$ cat src/rtl/t_block_pkg.sv
// t_block_pkg: shared types and helpers for the DH link-transform block
package t_block_pkg;

    typedef enum logic [1:0] {IDLE, ISSUE, DRAIN, DONE} state_e;

    typedef enum logic [2:0] {P0, P1, P2, P3, P4, P5} prod_e;

    // Operand register slots; the order matches the latch concatenation in the top
    typedef enum logic [2:0] {OP_A, OP_D, OP_CT, OP_ST, OP_CA, OP_SA} opnd_e;

    typedef struct packed {
        opnd_e a_sel;
        opnd_e b_sel;
    } op_pair_t;

    localparam int NUM_PROD = 6;
    localparam int NUM_OPND = 6;

    function automatic op_pair_t op_pair(prod_e p);
        op_pair_t r;
        case (p)
            P0:      r = '{OP_ST, OP_CA};
            P1:      r = '{OP_ST, OP_SA};
            P2:      r = '{OP_A,  OP_CT};
            P3:      r = '{OP_CT, OP_CA};
            P4:      r = '{OP_CT, OP_SA};
            default: r = '{OP_A,  OP_ST};
        endcase
        return r;
    endfunction

    function automatic logic [63:0] one_val(int frac);
        return 64'd1 << frac;
    endfunction

endpackage

$ cat src/rtl/t_block_issue_sched.sv
// t_block_issue_sched: issue-group counter and result valid/tag pipe matching the multiplier latency
module t_block_issue_sched #(
    parameter int NUM_MULT = 6,
    parameter int MULT_LAT = 2
) (
    input  logic       clk,
    input  logic       rst,
    input  logic       en,
    input  logic       issue,
    output logic [2:0] grp,
    output logic       last_issue,
    output logic       cap_vld,
    output logic [2:0] cap_grp,
    output logic       last_cap
);

    localparam int NG = 6 / NUM_MULT;
    localparam int TW = 3 * MULT_LAT;
    localparam logic [2:0] LAST = 3'(NG - 1);

    logic [2:0]          grp_q, grp_d;
    logic [MULT_LAT-1:0] vld_q, vld_d;
    logic [TW-1:0]       tag_q, tag_d;

    // step through the groups while issuing and push each group's tag down the latency pipe
    always_comb begin
        grp_d = issue ? (grp_q == LAST ? 3'd0 : grp_q + 3'd1) : 3'd0;
        vld_d = (vld_q << 1) | MULT_LAT'(issue);
        tag_d = (tag_q << 3) | TW'(grp_q);
    end

    // counter and pipe freeze with en so they stay aligned with the stalled multiplier
    always_ff @(posedge clk) begin
        if (rst) begin
            grp_q <= '0;
            vld_q <= '0;
            tag_q <= '0;
        end else if (en) begin
            grp_q <= grp_d;
            vld_q <= vld_d;
            tag_q <= tag_d;
        end
    end

    assign grp        = grp_q;
    assign last_issue = issue && grp_q == LAST;
    assign cap_vld    = vld_q[MULT_LAT-1];
    assign cap_grp    = tag_q[TW-1 -: 3];
    assign last_cap   = cap_vld && cap_grp == LAST;

endmodule

$ cat src/rtl/t_block_param.sv
// t_block_param: DH link transform built on a time-multiplexed external multiplier
module t_block_param
    import t_block_pkg::*;
#(
    parameter int W        = 36,
    parameter int FRAC     = 16,
    parameter int NUM_MULT = 6,
    parameter int MULT_LAT = 2
) (
    input  logic                         clk,
    input  logic                         rst,
    input  logic                         en,
    input  logic                         start,
    input  logic [W-1:0]                 a,
    input  logic [W-1:0]                 d,
    input  logic [W-1:0]                 cos_theta,
    input  logic [W-1:0]                 sin_theta,
    input  logic [W-1:0]                 cos_alpha,
    input  logic [W-1:0]                 sin_alpha,
    output logic                         busy,
    output logic                         done,
    output logic [NUM_MULT-1:0][W-1:0]   mult_dataa,
    output logic [NUM_MULT-1:0][W-1:0]   mult_datab,
    input  logic [NUM_MULT-1:0][W-1:0]   mult_result,
    output logic [3:0][3:0][W-1:0]       t_matrix
);

    if (NUM_MULT != 1 && NUM_MULT != 2 && NUM_MULT != 3 && NUM_MULT != 6) begin : g_bad_lanes
        $error("NUM_MULT must be 1, 2, 3 or 6");
    end
    if (MULT_LAT < 1) begin : g_bad_lat
        $error("MULT_LAT must be at least 1");
    end

    localparam logic [63:0]  ONE64 = one_val(FRAC);
    localparam logic [W-1:0] ONE   = ONE64[W-1:0];

    state_e                        state_q, state_d;
    logic [NUM_OPND-1:0][W-1:0]    opnd_q, opnd_d;
    logic [NUM_PROD-1:0][W-1:0]    stg_q, stg_d;
    logic [3:0][3:0][W-1:0]        t_q, t_d;
    logic [2:0]                    grp, cap_grp;
    logic                          last_issue, cap_vld, last_cap;
    logic                          issue, accept;

    assign issue  = state_q == ISSUE;
    assign accept = state_q == IDLE && start;

    t_block_issue_sched #(
        .NUM_MULT (NUM_MULT),
        .MULT_LAT (MULT_LAT)
    ) u_sched (
        .clk        (clk),
        .rst        (rst),
        .en         (en),
        .issue      (issue),
        .grp        (grp),
        .last_issue (last_issue),
        .cap_vld    (cap_vld),
        .cap_grp    (cap_grp),
        .last_cap   (last_cap)
    );

    // sequencing: accept start only in IDLE, drain until the last group lands, one DONE cycle
    always_comb begin
        state_d = state_q == IDLE  ? (start      ? ISSUE : IDLE)  :
                  state_q == ISSUE ? (last_issue ? DRAIN : ISSUE) :
                  state_q == DRAIN ? (last_cap   ? DONE  : DRAIN) : IDLE;
    end

    // operand latch, product staging, and whole-matrix load on the final capture
    always_comb begin
        opnd_d = accept ? {sin_alpha, cos_alpha, sin_theta, cos_theta, d, a} : opnd_q;
        stg_d  = stg_q;
        for (int p = 0; p < NUM_PROD; p++)
            if (cap_vld && cap_grp == 3'(p / NUM_MULT)) stg_d[p] = mult_result[p % NUM_MULT];
        t_d = t_q;
        if (state_q == DRAIN && last_cap) begin
            t_d[0] = {stg_d[P2], stg_d[P1], -stg_d[P0], opnd_q[OP_CT]};
            t_d[1] = {stg_d[P5], -stg_d[P4], stg_d[P3], opnd_q[OP_ST]};
            t_d[2] = {opnd_q[OP_D], opnd_q[OP_CA], opnd_q[OP_SA], {W{1'b0}}};
            t_d[3] = {ONE, {(3*W){1'b0}}};
        end
    end

    // drive the current group's operand pairs onto the lanes, zero outside ISSUE
    always_comb begin
        op_pair_t op;
        op         = '0;
        mult_dataa = '0;
        mult_datab = '0;
        for (int p = 0; p < NUM_PROD; p++) begin
            op = op_pair(prod_e'(p));
            if (issue && grp == 3'(p / NUM_MULT)) begin
                mult_dataa[p % NUM_MULT] = opnd_q[op.a_sel];
                mult_datab[p % NUM_MULT] = opnd_q[op.b_sel];
            end
        end
    end

    // all block state holds while en is low
    always_ff @(posedge clk) begin
        if (rst) begin
            state_q <= IDLE;
            opnd_q  <= '0;
            stg_q   <= '0;
            t_q     <= '0;
        end else if (en) begin
            state_q <= state_d;
            opnd_q  <= opnd_d;
            stg_q   <= stg_d;
            t_q     <= t_d;
        end
    end

    assign busy     = state_q != IDLE;
    assign done     = state_q == DONE;
    assign t_matrix = t_q;

endmodule

$ cat config.mk
export PLATFORM = sky130hd
export DESIGN_NAME = t_block_param
export DESIGN_NICKNAME = d
export VERILOG_FILES = /design/src/rtl/t_block_pkg.sv /design/src/rtl/t_block_issue_sched.sv /design/src/rtl/t_block_param.sv
export SDC_FILE = /design/constraint.sdc
export NUM_CORES = 2
export LEC_CHECK = 0
export BUFFER_PORTS_ARGS = -buffer_cell sky130_fd_sc_hd__buf_4
export CORE_AREA = 2 2 569 571
export DETAILED_ROUTE_END_ITERATION = 6
export DIE_AREA = 0 0 571 573
export PLACE_DENSITY = 0.3
export REMOVE_ABC_BUFFERS = 1
export SYNTH_ARGS = -nofsm -noshare
export SYNTH_HDL_FRONTEND = slang
export SYNTH_HIERARCHICAL = 1
export SYNTH_SLANG_ARGS = --single-unit
$ cat constraint.sdc
create_clock -name clk -period 10.84 [get_ports clk]
set_input_delay 2.71 -clock clk [delete_from_list [all_inputs] [get_ports clk]]
set_output_delay 2.71 -clock clk [all_outputs]
set_load 0.01 [all_outputs]
==> results.sh <==
export IMPL_wl_per_cell_um=21.0
export IMPL_tightest_slew_ns=1.27
export IMPL_postSynthAreaPerCell_sq_um=7.73
export IMPL_grt_busiest_layer="met2"
export IMPL_die_w_um=571
export IMPL_crit_chain="inv_1, nor2_1, nor4b_2, buf_4, buf_4, and2_1, buf_4"
export IMPL_holdBufCountCts=0
export IMPL_clock_fmax_ghz=0.146
export IMPL_synth_edff_count=0
export IMPL_timing_final_ws_setup_ns=4.00
export IMPL_place_inst=9822
export IMPL_start_kind="flop"
export IMPL_ys_types=64
export IMPL_status="completed"
export IMPL_cts_made_buffers=119
export IMPL_boundaryPins=1446
export IMPL_n_fill_cell=36500
export IMPL_finalSetupViolations=0
export IMPL_grt_max_degree=179
export IMPL_rows=208
export IMPL_dieArea_sq_um=327000
export IMPL_fin_skew_ns=0.122
export IMPL_cts_resized=0
export IMPL_core_area_sq_um=320000
export IMPL_grt_use_met3=0.0358
export IMPL_finalHoldViolCount=0
export IMPL_stdcell_count=10100
export IMPL_first_pass_iters=5
export IMPL_grt_pass1_wl_mm=285
export IMPL_powerDensity_nw_per_um2=151
export IMPL_layout_common_cells="1511 x nand2_1, 1303 x buf_4, 842 x dfxtp_1, 597 x a21oi_1, 282 x nor2_1"
export IMPL_ant_nets=0
export IMPL_rsz0062_at_grt="false"
export IMPL_cts_sinks=842
export IMPL_min_period_ns=6.84
export IMPL_grt_ovfl_total=0
export IMPL_vdd_drop_max_mv=0.140
export IMPL_crit_fanout=58
export IMPL_post_cts_setup_buffers=0
export IMPL_critPathSlowestCell="and2_1"
export IMPL_clk_path_buf_depth=4
export IMPL_synthXorXnorAreaFrac=0.0146
export IMPL_ys_warn_count=6
export IMPL_synth_mux_area_frac=0.0208
export IMPL_crit_family="buffers and inverters"
export IMPL_cts_tree="yes"
export IMPL_via_count=35600
export IMPL_synth_fa_ha_area_frac=0.00135
export IMPL_use_met1=0.147
export IMPL_fp_dieH_um=573
export IMPL_root_buffer="clkbuf_16"
export IMPL_syn_to_final_growth_pct=41.6
export IMPL_antenna_found_initial=40
export IMPL_hpwl_mm=154
export IMPL_detail_route_iter0_violations=1830
export IMPL_slew_violations=0
export IMPL_p_leak_nw=19.4
export IMPL_endpoint_kind="output pin"
export IMPL_gp_congestion=0.775
export IMPL_path_common_cell="buf_4"
export IMPL_ys_async_sr_fraction=0
export IMPL_grt_use_met2=0.209
export IMPL_track_usage=0.122
export IMPL_drive_gt1_frac=0.265
export IMPL_crit_path_max_incr_delay_ns=0.71
export IMPL_maxCapViolCount=0
export IMPL_nNetsFinal=6078
export IMPL_insertion_delay_ns=0.90
export IMPL_drcViolationCount=0
export IMPL_fin_crit_sh=0.631
export IMPL_synth_area_sq_um=37200
export IMPL_vias_per_cell=3.55
export IMPL_path_clk_slew_ns=0.06
export IMPL_synth_seq_cells=842
export IMPL_start_util=0.116
export IMPL_finalSetupTns_ns=0
export IMPL_port_buffers=1266
export IMPL_slew_limit_headroom=0.153
export IMPL_htree_levels=3
export IMPL_final_common_cell="nand2_1"
export IMPL_hold_path_class="reg -> reg"
export IMPL_routed_wl_mm=211
export IMPL_path_buf_inv=4
export IMPL_synthCells=4810
export IMPL_arrival_ns=4.13
export IMPL_ys_seq_area_frac=0.453
export IMPL_cp_required_ns=8.13
export IMPL_ys_flop_type="dfxtp_1"
export IMPL_critPathKind="reg -> out"
export IMPL_synth_simple_area_share=0.240
export IMPL_synth_compound_area_frac=0.145
export IMPL_fin_hold_ws_ns=0.375
export IMPL_grt_pass1_vias=34000
export IMPL_synth_top_family_by_area="simple AND/OR/NAND/NOR gates"
export IMPL_detailedPlace_worstSlack_ns=4.69
==> cell type report <==
class                           count  area (sq um)  share of cell area
Sequential cell                   842         16900               0.320
Clock inverter                     34           453             0.00860
Multi-Input combinational cell   3356         16400               0.311
Inverter                            6          22.5            0.000428
Clock buffer                      181          3540              0.0672
Antenna cell                       14          35.0            0.000665
Tap cell                         4305          5390               0.102
Timing Repair Buffer             1313          9980               0.189
==> sequential cells by signal, indices dropped and copies added, names as in the netlist <==
name           count
opnd_q           216
u_sched/vld_q      2
u_sched/grp        3
t_matrix         397
state_q            2
stg_q            216
u_sched/tag_q      6
==> worst paths after layout <==
| kind | start | endpoint | slack [ns] | cells past startpoint |
|---|---|---|---|---|
| worst max-delay path | state_q[0] | mult_dataa[71] | 4.00 | 7 |
| worst min-delay path | stg_q[182] | t_matrix[254] | 0.37 | 2 |
| worst max register to register | u_sched/tag_q[4] | t_matrix[248] | 6.60 | 11 |
| worst min register to register | stg_q[182] | t_matrix[254] | 0.37 | 2 |
==> stage by stage <==
stage / util / total power [mW] / cell area (sq um)
5_1_grt: 0.164 / 8.33 / 52600
3_3_place_gp: 0.152 / 3.97 / 48600
3_5_place_dp: 0.152 / 3.97 / 48600
4_1_cts: 0.164 / 8.16 / 52600
6_report: 0.164 / 7.94 / 52700
2_1_floorplan: - / 3.56 / 33200
==> routing by layer <==
layer	part of all wire	up-vias
met1	0.42	17200
met5	0.0011	-
met2	0.48	1116
li1	-	17000
met3	0.076	221
met4	0.023	38
==> cells in the mapped netlist, types with 8 or more instances <==
library cell     n  area share
nor2_1         283       0.029
xnor2_1         28      0.0066
clkbuf_1       308       0.031
nand3_1         16      0.0022
buf_2           22      0.0030
mux2i_1         75       0.020
and2_1         181       0.030
a311oi_1       156       0.037
nor4_1          27      0.0045
xor2_1          34      0.0080
o21ai_1          8      0.0011
buf_1           13      0.0013
a21oi_1        597       0.080
o21ai_0         15      0.0020
nand2_1       1512        0.15
nand4_1         12      0.0020
dfxtp_1        842        0.45
or4_1           12      0.0024
a211oi_1        81       0.016
nor3_1          54      0.0073
buf_4          436       0.088
==> cells by family after synthesis <==
logic type / after synthesis
compound gates: 891
xor+xnor: 62
fa+ha+maj: 4
buf+inv: 790
flops: 842
mux: 77
other cells: 1
simple gates: 2143
==> report_power, final <==
group,internal (mW),total (mW),switching (mW)
Sequential,3.15,3.20,0.0447
Clock,2.41,4.05,1.64
Combinational,0.256,0.693,0.437
Total,5.82,7.94,2.13
==> worst min-delay path, delay by kind of cell, from the launching register on <==
| kind | cells | cell delay, ns |
|---|---|---|
| compound gates | 1 | 0.08 |
| simple gates | 1 | 0.05 |
| flops | 1 | 0.30 |
No activity file was read; power rests on OpenSTA's default activity.
